File: src/rtl/muldiv_seq.sv
// ---------------------------------------------------------------------------
// muldiv_seq
//   Iterative RV32M multiply/divide sequencer that sits beside the
//   single-cycle ALU. One operation is accepted under a start/busy/done
//   handshake and executed as a radix-2 shift-add multiply or a restoring
//   divide, one bit per clock. The signed result is corrected once, on the
//   cycle the final iteration completes, and held in a register.
//
// Ports
//   Clk        in   1       clock, all state on the rising edge
//   Rst_N      in   1       asynchronous active-low reset
//   MD_Start   in   1       request, accepted only while idle
//   MD_Op      in   3       funct3: MUL,MULH,MULHSU,MULHU,DIV,DIVU,REM,REMU
//   MD_In_A    in   DWIDTH  rs1 operand, sampled at accept
//   MD_In_B    in   DWIDTH  rs2 operand, sampled at accept
//   MD_Flush   in   1       abort the operation in flight
//   MD_Busy    out  1       high while an operation is in CALC or DONE
//   MD_Done    out  1       one-cycle pulse, MD_Out valid this cycle
//   MD_Out     out  DWIDTH  result, held until the next Done
// ---------------------------------------------------------------------------
module muldiv_seq #(
    parameter int DWIDTH = 32
) (
    input  logic              Clk,
    input  logic              Rst_N,
    input  logic              MD_Start,
    input  logic [2:0]        MD_Op,
    input  logic [DWIDTH-1:0] MD_In_A,
    input  logic [DWIDTH-1:0] MD_In_B,
    input  logic              MD_Flush,
    output logic              MD_Busy,
    output logic              MD_Done,
    output logic [DWIDTH-1:0] MD_Out
);

    localparam int CW = $clog2(DWIDTH) + 1;
    localparam logic [DWIDTH-1:0] MIN_VAL  = {1'b1, {(DWIDTH-1){1'b0}}};
    localparam logic [DWIDTH-1:0] ONES_VAL = {DWIDTH{1'b1}};

    typedef enum logic [1:0] {
        IDLE,
        CALC,
        DONE
    } state_t;

    state_t state, state_next;

    logic [2:0]          op_q;
    logic                neg_a_q;
    logic                neg_b_q;
    logic [CW-1:0]       cnt;
    logic [DWIDTH-1:0]   acc_hi;
    logic [DWIDTH-1:0]   acc_lo;
    logic [DWIDTH-1:0]   opnd;

    logic                accept;
    logic                a_signed;
    logic                b_signed;
    logic                a_neg;
    logic                b_neg;
    logic [DWIDTH-1:0]   a_mag;
    logic [DWIDTH-1:0]   b_mag;
    logic                div_zero;
    logic                overflow;
    logic                fast;
    logic [DWIDTH-1:0]   fast_result;

    logic [DWIDTH:0]     mul_sum;
    logic [DWIDTH:0]     div_shift;
    logic [DWIDTH:0]     div_diff;
    logic                div_ge;
    logic [DWIDTH-1:0]   it_hi;
    logic [DWIDTH-1:0]   it_lo;

    logic [2*DWIDTH-1:0] product;
    logic [2*DWIDTH-1:0] product_fix;
    logic [DWIDTH-1:0]   quot_fix;
    logic [DWIDTH-1:0]   rem_fix;
    logic [DWIDTH-1:0]   final_result;

    // Accept decode: operand signedness follows funct3, and the magnitudes
    // are what the unsigned iteration engine works on. Divide by zero and
    // the single signed-overflow case bypass the iterations entirely.
    always_comb begin
        accept      = (state == IDLE) && MD_Start && !MD_Flush;
        a_signed    = (MD_Op == 3'd1) || (MD_Op == 3'd2) ||
                      (MD_Op == 3'd4) || (MD_Op == 3'd6);
        b_signed    = (MD_Op == 3'd1) || (MD_Op == 3'd4) || (MD_Op == 3'd6);
        a_neg       = a_signed && MD_In_A[DWIDTH-1];
        b_neg       = b_signed && MD_In_B[DWIDTH-1];
        a_mag       = a_neg ? (~MD_In_A + 1'b1) : MD_In_A;
        b_mag       = b_neg ? (~MD_In_B + 1'b1) : MD_In_B;
        div_zero    = MD_Op[2] && (MD_In_B == '0);
        overflow    = ((MD_Op == 3'd4) || (MD_Op == 3'd6)) &&
                      (MD_In_A == MIN_VAL) && (MD_In_B == ONES_VAL);
        fast        = div_zero || overflow;
        fast_result = '0;
        if (div_zero) begin
            fast_result = MD_Op[1] ? MD_In_A : ONES_VAL;
        end else if (overflow) begin
            fast_result = MD_Op[1] ? '0 : MD_In_A;
        end
    end

    // One iteration of either engine. The multiply keeps the multiplier in
    // acc_lo and shifts the growing product in from the top; the divide
    // shifts the dividend out of acc_lo into the partial remainder acc_hi
    // and shifts quotient bits in at the bottom.
    always_comb begin
        mul_sum   = {1'b0, acc_hi} + (acc_lo[0] ? {1'b0, opnd} : '0);
        div_shift = {acc_hi, acc_lo[DWIDTH-1]};
        div_diff  = div_shift - {1'b0, opnd};
        div_ge    = (div_shift >= {1'b0, opnd});
        if (op_q[2]) begin
            it_hi = div_ge ? div_diff[DWIDTH-1:0] : div_shift[DWIDTH-1:0];
            it_lo = {acc_lo[DWIDTH-2:0], div_ge};
        end else begin
            it_hi = mul_sum[DWIDTH:1];
            it_lo = {mul_sum[0], acc_lo[DWIDTH-1:1]};
        end
    end

    // Sign fix-up applied to the post-iteration values so the result is
    // ready in the same cycle the last bit is produced.
    always_comb begin
        product      = {it_hi, it_lo};
        product_fix  = (neg_a_q ^ neg_b_q) ? (~product + 1'b1) : product;
        quot_fix     = (neg_a_q ^ neg_b_q) ? (~it_lo + 1'b1) : it_lo;
        rem_fix      = neg_a_q ? (~it_hi + 1'b1) : it_hi;
        final_result = '0;
        case (op_q)
            3'd0:    final_result = product_fix[DWIDTH-1:0];
            3'd1,
            3'd2,
            3'd3:    final_result = product_fix[2*DWIDTH-1:DWIDTH];
            3'd4,
            3'd5:    final_result = quot_fix;
            default: final_result = rem_fix;
        endcase
    end

    // State register.
    always_ff @(posedge Clk or negedge Rst_N) begin
        if (!Rst_N) begin
            state <= IDLE;
        end else begin
            state <= state_next;
        end
    end

    // Next-state logic. Flush only matters in CALC; DONE always returns to
    // IDLE because the result has already been committed.
    always_comb begin
        state_next = state;
        case (state)
            IDLE: begin
                if (accept) begin
                    state_next = fast ? DONE : CALC;
                end
            end
            CALC: begin
                if (MD_Flush) begin
                    state_next = IDLE;
                end else if (cnt == CW'(1)) begin
                    state_next = DONE;
                end
            end
            DONE:    state_next = IDLE;
            default: state_next = IDLE;
        endcase
    end

    // Handshake outputs decoded from state.
    always_comb begin
        MD_Busy = 1'b0;
        MD_Done = 1'b0;
        case (state)
            CALC: MD_Busy = 1'b1;
            DONE: begin
                MD_Busy = 1'b1;
                MD_Done = 1'b1;
            end
            default: ;
        endcase
    end

    // Datapath. Multiply is commutative, so A always goes to acc_lo and B
    // to opnd; for divide that is exactly dividend and divisor. MD_Out is
    // written only on entry to DONE, so a flush leaves it untouched.
    always_ff @(posedge Clk or negedge Rst_N) begin
        if (!Rst_N) begin
            op_q    <= '0;
            neg_a_q <= 1'b0;
            neg_b_q <= 1'b0;
            cnt     <= '0;
            acc_hi  <= '0;
            acc_lo  <= '0;
            opnd    <= '0;
            MD_Out  <= '0;
        end else if (accept) begin
            op_q    <= MD_Op;
            neg_a_q <= a_neg;
            neg_b_q <= b_neg;
            cnt     <= CW'(DWIDTH);
            acc_hi  <= '0;
            acc_lo  <= a_mag;
            opnd    <= b_mag;
            if (fast) begin
                MD_Out <= fast_result;
            end
        end else if ((state == CALC) && !MD_Flush) begin
            acc_hi <= it_hi;
            acc_lo <= it_lo;
            cnt    <= cnt - CW'(1);
            if (cnt == CW'(1)) begin
                MD_Out <= final_result;
            end
        end
    end

endmodule

File: config.mk
export PLATFORM = sky130hd
export DESIGN_NAME = muldiv_seq
export DESIGN_NICKNAME = d
export VERILOG_FILES = /design/src/rtl/muldiv_seq.sv
export SDC_FILE = /design/constraint.sdc
export NUM_CORES = 1
export LEC_CHECK = 0
export ABC_AREA = 1
export BUFFER_PORTS_ARGS = -buffer_cell sky130_fd_sc_hd__buf_2
export CAP_MARGIN = 15
export CORE_UTILIZATION = 40
export CTS_BUF_LIST = sky130_fd_sc_hd__clkbuf_8 sky130_fd_sc_hd__clkbuf_16
export CTS_CLUSTER_SIZE = 12
export DETAILED_ROUTE_END_ITERATION = 10
export SLEW_MARGIN = 10
export SYNTH_ARGS = -nofsm -noshare
export SYNTH_HDL_FRONTEND = slang
export SYNTH_SLANG_ARGS = --single-unit
File: constraint.sdc
create_clock -name Clk -period 6.95 [get_ports Clk]
set_input_delay 0.3475 -clock Clk [delete_from_list [all_inputs] [get_ports Clk]]
set_output_delay 0.3475 -clock Clk [all_outputs]
set_load 0.05 [all_outputs]
Word-level counts from Yosys, hierarchy flattened
Index checks and enable logic that the tools add are counted.
W data, S select, Z words.
{"block": "totals", "ff_bits": 141, "input_bits": 71, "out_inout_bits": 34, "elab_cells": 98}
{"block": "op_classes", "n_addsub": 8, "order_cmp": 1, "n_eq_ne": 17, "n_mux": 31, "bitwise": 6, "reduce_logical": 26}
{"op": "$mux W32", "count": 20}
{"op": "$add A32 B1 Y32 const B", "count": 4}
{"op": "$not A32 Y32", "count": 4}
{"op": "$pmux W32 S3", "count": 1}
{"op": "$add A64 B1 Y64 const B", "count": 1}
{"op": "$eq A32 B32 Y1 const B", "count": 2}
{"op": "$mux W64", "count": 1}
{"op": "$not A64 Y64", "count": 1}
{"op": "$add A32 B32 Y33", "count": 1}
{"op": "$ge A33 B32 Y1", "count": 1}
{"op": "$logic_not A32 Y1", "count": 1}
{"op": "$sub A32 B32 Y32", "count": 1}
{"op": "$eq A3 B3 Y1 const B", "count": 4}
{"op": "$mux W6", "count": 2}
{"op": "$eq A3 B2 Y1 const B", "count": 3}
{"op": "$logic_and A1 B1 Y1", "count": 8}
{"op": "$mux W2", "count": 4}
{"op": "$logic_or A1 B1 Y1", "count": 7}
{"op": "$eq A3 B1 Y1 const B", "count": 2}
{"op": "$eq A6 B1 Y1 const B", "count": 1}
{"op": "$sub A6 B1 Y6 const B", "count": 1}
{"op": "$pmux W2 S2", "count": 1}
{"op": "$reduce_bool A2 Y1", "count": 2}
{"op": "$reduce_or A2 Y1", "count": 2}
{"op": "other kinds (13)", "count": 14}

Depth between registers and ports, before layout
{"block": "depth", "depth_word": 10, "depth_mapped": 36, "depth_no_buf": 35}

Worst setup path before layout
No wires, ideal clock.
{"block": "synth_timing", "path_kind": "flip-flop to flip-flop", "start": "register acc_hi[14]", "end": "register MD_Out[18]", "setup_ps": 77, "t_arrival_ps": 3574, "required_ps": 6873, "setup_slack_ps": 3299, "path_stages_with_launch": 32, "path_buffers": 0, "period_less_slack_ps": 3651, "cell_sequence": "dfrtp_1 -> ha_1 -> nand2_1 -> inv_2 -> nand2_2 -> inv_2 -> nand2_2 -> nor2_2 -> nand2_1 -> nand2_2 -> nor2_4 -> nand2_8 -> o21ai_4 -> ha_1 -> nand3_1 -> nor2_2 -> nand2_1 -> nor2_4 -> nand3_2 -> inv_2 -> nand2_2 -> nor4_4 -> nand2_1 -> nor2_1 -> nand3_2 -> nand2_4 -> nand2_1 -> nand2_1 -> nand3_1 -> nand2_1 -> nand3_1 -> a21oi_1"}
{"block": "synth_between", "elab_chain_len": 10, "word_cells_on_any_way": 19, "classes_between": "add/sub: 5; order compare: 1; mux: 10; bitwise: 3"}
{"element": "from (decl)", "line_no": "52", "source": "logic [DWIDTH-1:0] acc_hi;"}
{"element": "from (signal assigned)", "line_no": "212", "source": "acc_hi <= it_hi;"}
{"element": "$sub A32 B32 Y32 / $ge A33 B32 Y1 (equally long branches)", "line_no": "112, 113"}
{"element": "$mux W32", "line_no": "115", "source": "it_hi = div_ge ? div_diff[DWIDTH-1:0] : div_shift[DWIDTH-1:0];"}
{"element": "$mux W32", "line_no": "114", "source": "if (op_q[2]) begin"}
{"element": "$not A64 Y64 / $not A32 Y32 (equally long branches)", "line_no": "127, 129"}
{"element": "$add A64 B1 Y64 / $add A32 B1 Y32 (equally long branches)", "line_no": "127, 129"}
{"element": "$mux W64 / $mux W32 (equally long branches)", "line_no": "127, 129"}
{"element": "$pmux W32 S3 *", "line_no": "131", "source": "case (op_q)"}
{"element": "$mux W32 *", "line_no": "215", "source": "if (cnt == CW'(1)) begin"}
{"element": "$mux W32 *", "line_no": "211", "source": "end else if ((state == CALC) && !MD_Flush) begin"}
{"element": "$mux W32 *", "line_no": "200", "source": "end else if (accept) begin"}
{"element": "to (signal assigned)", "line_no": "209", "source": "MD_Out <= fast_result;"}
{"element": "to (signal assigned)", "line_no": "216", "source": "MD_Out <= final_result;"}
{"element": "to (decl)", "line_no": "33", "source": "output logic [DWIDTH-1:0] MD_Out"}
Every way passes the cells marked *; elsewhere a longest branch is shown, timed or not. The select of a mux whose other input is x is not followed.
A chain may end at the register's enable or synchronous reset.

Worst setup path after layout
{"block": "layout_timing", "start": "register acc_hi[6]", "end": "register MD_Out[12]"}
The elaborated chain is that of the path after synthesis.

==> qor.yml <==
die-area_um2: 44300
fill_cells: 4798
ys.warnings.count: 0
cts.htree.levels: 4
grt_pass1_wl_um: 113000
synth_area_leaders: "dfrtp_1 20%, nand2_1 17%, inv_1 9.7%, nand3_1 7.8%, nor2_1 5.9%"
antenna_found_initial: 1
portBuffers: 104
drtIter0Drc: 2123
first_pass_iters: 6
placed_area_um2: 18300
yosysTopAreaCellShare_pct: 20.3
syn_to_final_growth_pct: 8.47
wl_met2_um: 31400
synth.distinct_cells: 57
root_buffer: "clkbuf_16"
synth_edf_count: 0
grt_usage_pct: 33.9
avgViaCountPerCell: 5.61
crit_path_start_kind: "flip-flop"
cts_setup_buffers: 0
design_area_um2: 18800
finalNetCount: 3129
worstSetupPathType: "reg -> reg"
worst_pin_slew_ps: 1030
die_w_um: 210
critPathMaxFanout: 35
coreArea_um2: 42400
cts.path.max_buffers: 2
drive_gt1_share_pct: 10.9
grt.overflow.total: 0
ios: 105
finalSetupViolations: 0
row_count: 75
slew_violations: 0
place.gp.congestion: 0.999
cellPowerDensity_nw_per_um2: 599
irDropWorstVdd_mv: 0.274
clkTransAtPathRegs_ps: 70
avgSynthCellArea_um2: 5.91
leakage_nw: 9.76
placedCellCount: 3539
netlist_instances: 2939
hold_violations: 0
slew_headroom_pct: 30.8
dr_wl_met3_um: 7460
die-height_um: 210
cp.arrival_ps: 5490
dp_hpwl_um: 58800
cpMostUsedCell: "nand2_1"
grt_pass1_vias: 18700
start_util_pct: 40.9
finalNonFillerCells: 3570
vias: 20000
cpPeakStageDelay_ps: 450
clock_sinks: 141
critPathRequiredTime_ps: 7380
synth_fp_nets: 3086
tns_ps: 0
ant_nets: 0
ys_seq_elements: 141
clk_latency_ps: 500
fin_crit_ps: 5060
wl_per_cell_um: 20.7
maxUsedRoutingLayer: "met5"
maxCapViolations: 0
cp-end-kind: "flip-flop"
status: "finished, final reports clean"
antenna_cells: 0
met1_length_um: 32900
yosysTopAreaCell: "dfrtp_1"
syn_area_um2: 17400
fmaxAchievable_mhz: 198
cts_buffers: 17
finalClockSkew_ps: 16.5
wl_um: 74000
grt_max_degree: 77
rsz0062_at_grt: "false"
async_flop_share_pct: 100
hold_class: "in -> reg"
synth_ff_type: "dfrtp_1"
slowest_stage: "dfrtp_1"
power_mw: 11.3
tritoncts: "done"
ys_seq_area_share_pct: 20.3
min_period_over_period_pct: 72.7
drc_errors: 0
==> sequential cells by signal (all words and copies together) (netlist names) <==
| name | flops |
|---|---|
| op_q | 3 |
| acc_hi | 32 |
| MD_Out | 32 |
| neg_a_q | 1 |
| opnd | 32 |
| acc_lo | 32 |
| neg_b_q | 1 |
| cnt | 6 |
| state | 2 |
==> through the flow <==
step / utilization (%) / hold WS [ps] / setup WS [ps]
6_report: 44.4 / 177 / 1890
2_1_floorplan: - / 51.9 / 3300
5_1_grt: 44.4 / 176 / 1470
3_3_place_gp: 43.0 / 446 / 2180
4_1_cts: 44.4 / 139 / 2050
3_5_place_dp: 43.0 / 453 / 2080
==> cells in the mapped netlist (all sizes together) (6+ instances only) <==
library cell and n:
o221ai 32, clkbuf 52, nor2 314, inv 462, nor4 18, xnor2 14
nand3 300, a21oi 177, nand3b 14, o21a 10, nand2 848, o22ai 26
a31oi 6, buf 50, nand4 52, nor3 53, or2 11, dfrtp 141
o211ai 8, ha 74, o21ai 205, xor2 46
==> cell families (layout without fill, tap and decap cells) <==
| logic type | Yosys count | count (layout) | synth area share, % |
|---|---|---|---|
| XOR/XNOR | 60 | 60 | 3.03 |
| AO/OA/AOI/OAI | 479 | 479 | 15.8 |
| buffers and inverters | 565 | 619 | 13.1 |
| AND/OR/NAND/NOR | 1616 | 1616 | 42.0 |
| flip-flops | 141 | 141 | 20.3 |
| multiplexers | 2 | 2 | 0.187 |
| adder cells (fa/ha/maj) | 76 | 76 | 5.56 |
==> path summary, 6_finish.rpt <==
| path | start | to | slack (ps) | cells after the start |
|---|---|---|---|---|
| min in group asynchronous | Rst_N | acc_lo[13] | 470 | 2 |
| min | MD_Op[0] | op_q[0] | 180 | 3 |
| max | acc_hi[6] | MD_Out[12] | 1890 | 31 |
| max in group asynchronous | Rst_N | op_q[2] | 4950 | 3 |
| max reg2reg | acc_hi[6] | MD_Out[12] | 1890 | 31 |
| min reg2reg | cnt[4] | cnt[4] | 480 | 1 |
==> placed cells by master (no fill, tap or decap), drive strengths merged, types with 2 or more instances in the layout <==
cell type / synthesis / layout
a31oi: 6 / 6
nand2: 848 / 848
dfrtp: 141 / 141
clkinvlp: 0 / 3
o21ai: 205 / 205
xor2: 46 / 46
or2: 11 / 11
fa: 2 / 2
nor2: 314 / 314
clkinv: 1 / 4
o21bai: 5 / 5
ha: 74 / 74
nand3b: 14 / 14
mux2i: 2 / 2
and2: 5 / 5
o31ai: 2 / 2
buf: 50 / 125
o211ai: 8 / 8
o221ai: 32 / 32
bufinv: 0 / 2
o22ai: 26 / 26
a21oi: 177 / 177
nand3: 300 / 300
nand4: 52 / 52
nor3: 53 / 53
nor4: 18 / 18
inv: 462 / 465
clkbuf: 52 / 19
o21a: 10 / 10
a21o: 4 / 4
xnor2: 14 / 14
==> report_power, final <==
| part | internal (mW) | switching, mW |
|---|---|---|
| combinational | 2.44 | 6.33 |
| clock | 0.540 | 0.423 |
| sequential | 1.18 | 0.355 |
==> repair_timing <==
action                                 4_1_cts  5_1_grt
gates resized for setup                      0        0
endpoints found under the hold margin       75        0
hold buffers                                 1        0
==> critical path, delay by kind of cell (launching register included) <==
kind / cells / cell delay [ps]
AO/OA/AOI/OAI: 4 / 780
adder cells (fa/ha/maj): 2 / 630
buffers and inverters: 4 / 250
flip-flops: 1 / 450
AND/OR/NAND/NOR: 21 / 2850
==> layer usage <==
| metal | up-vias | track usage, % |
|---|---|---|
| met5 | - | 0 |
| li1 | 9619 | - |
| met1 | 9421 | 47.0 |
| met2 | 869 | 50.3 |
| met3 | 108 | 9.13 |
| met4 | 2 | 11.8 |
==> final cells by class <==
| type | count | area [µm²] | share of cell area (%) |
|---|---|---|---|
| clock buffer | 19 | 453 | 2.40 |
| clock inverter | 11 | 119 | 0.631 |
| inverter | 463 | 1740 | 9.22 |
| multi-input combinational | 2233 | 11600 | 61.5 |
| sequential | 141 | 3530 | 18.8 |
| tap | 577 | 722 | 3.83 |
| timing repair buffer | 126 | 694 | 3.69 |
Power figures use the tool's default switching activity.
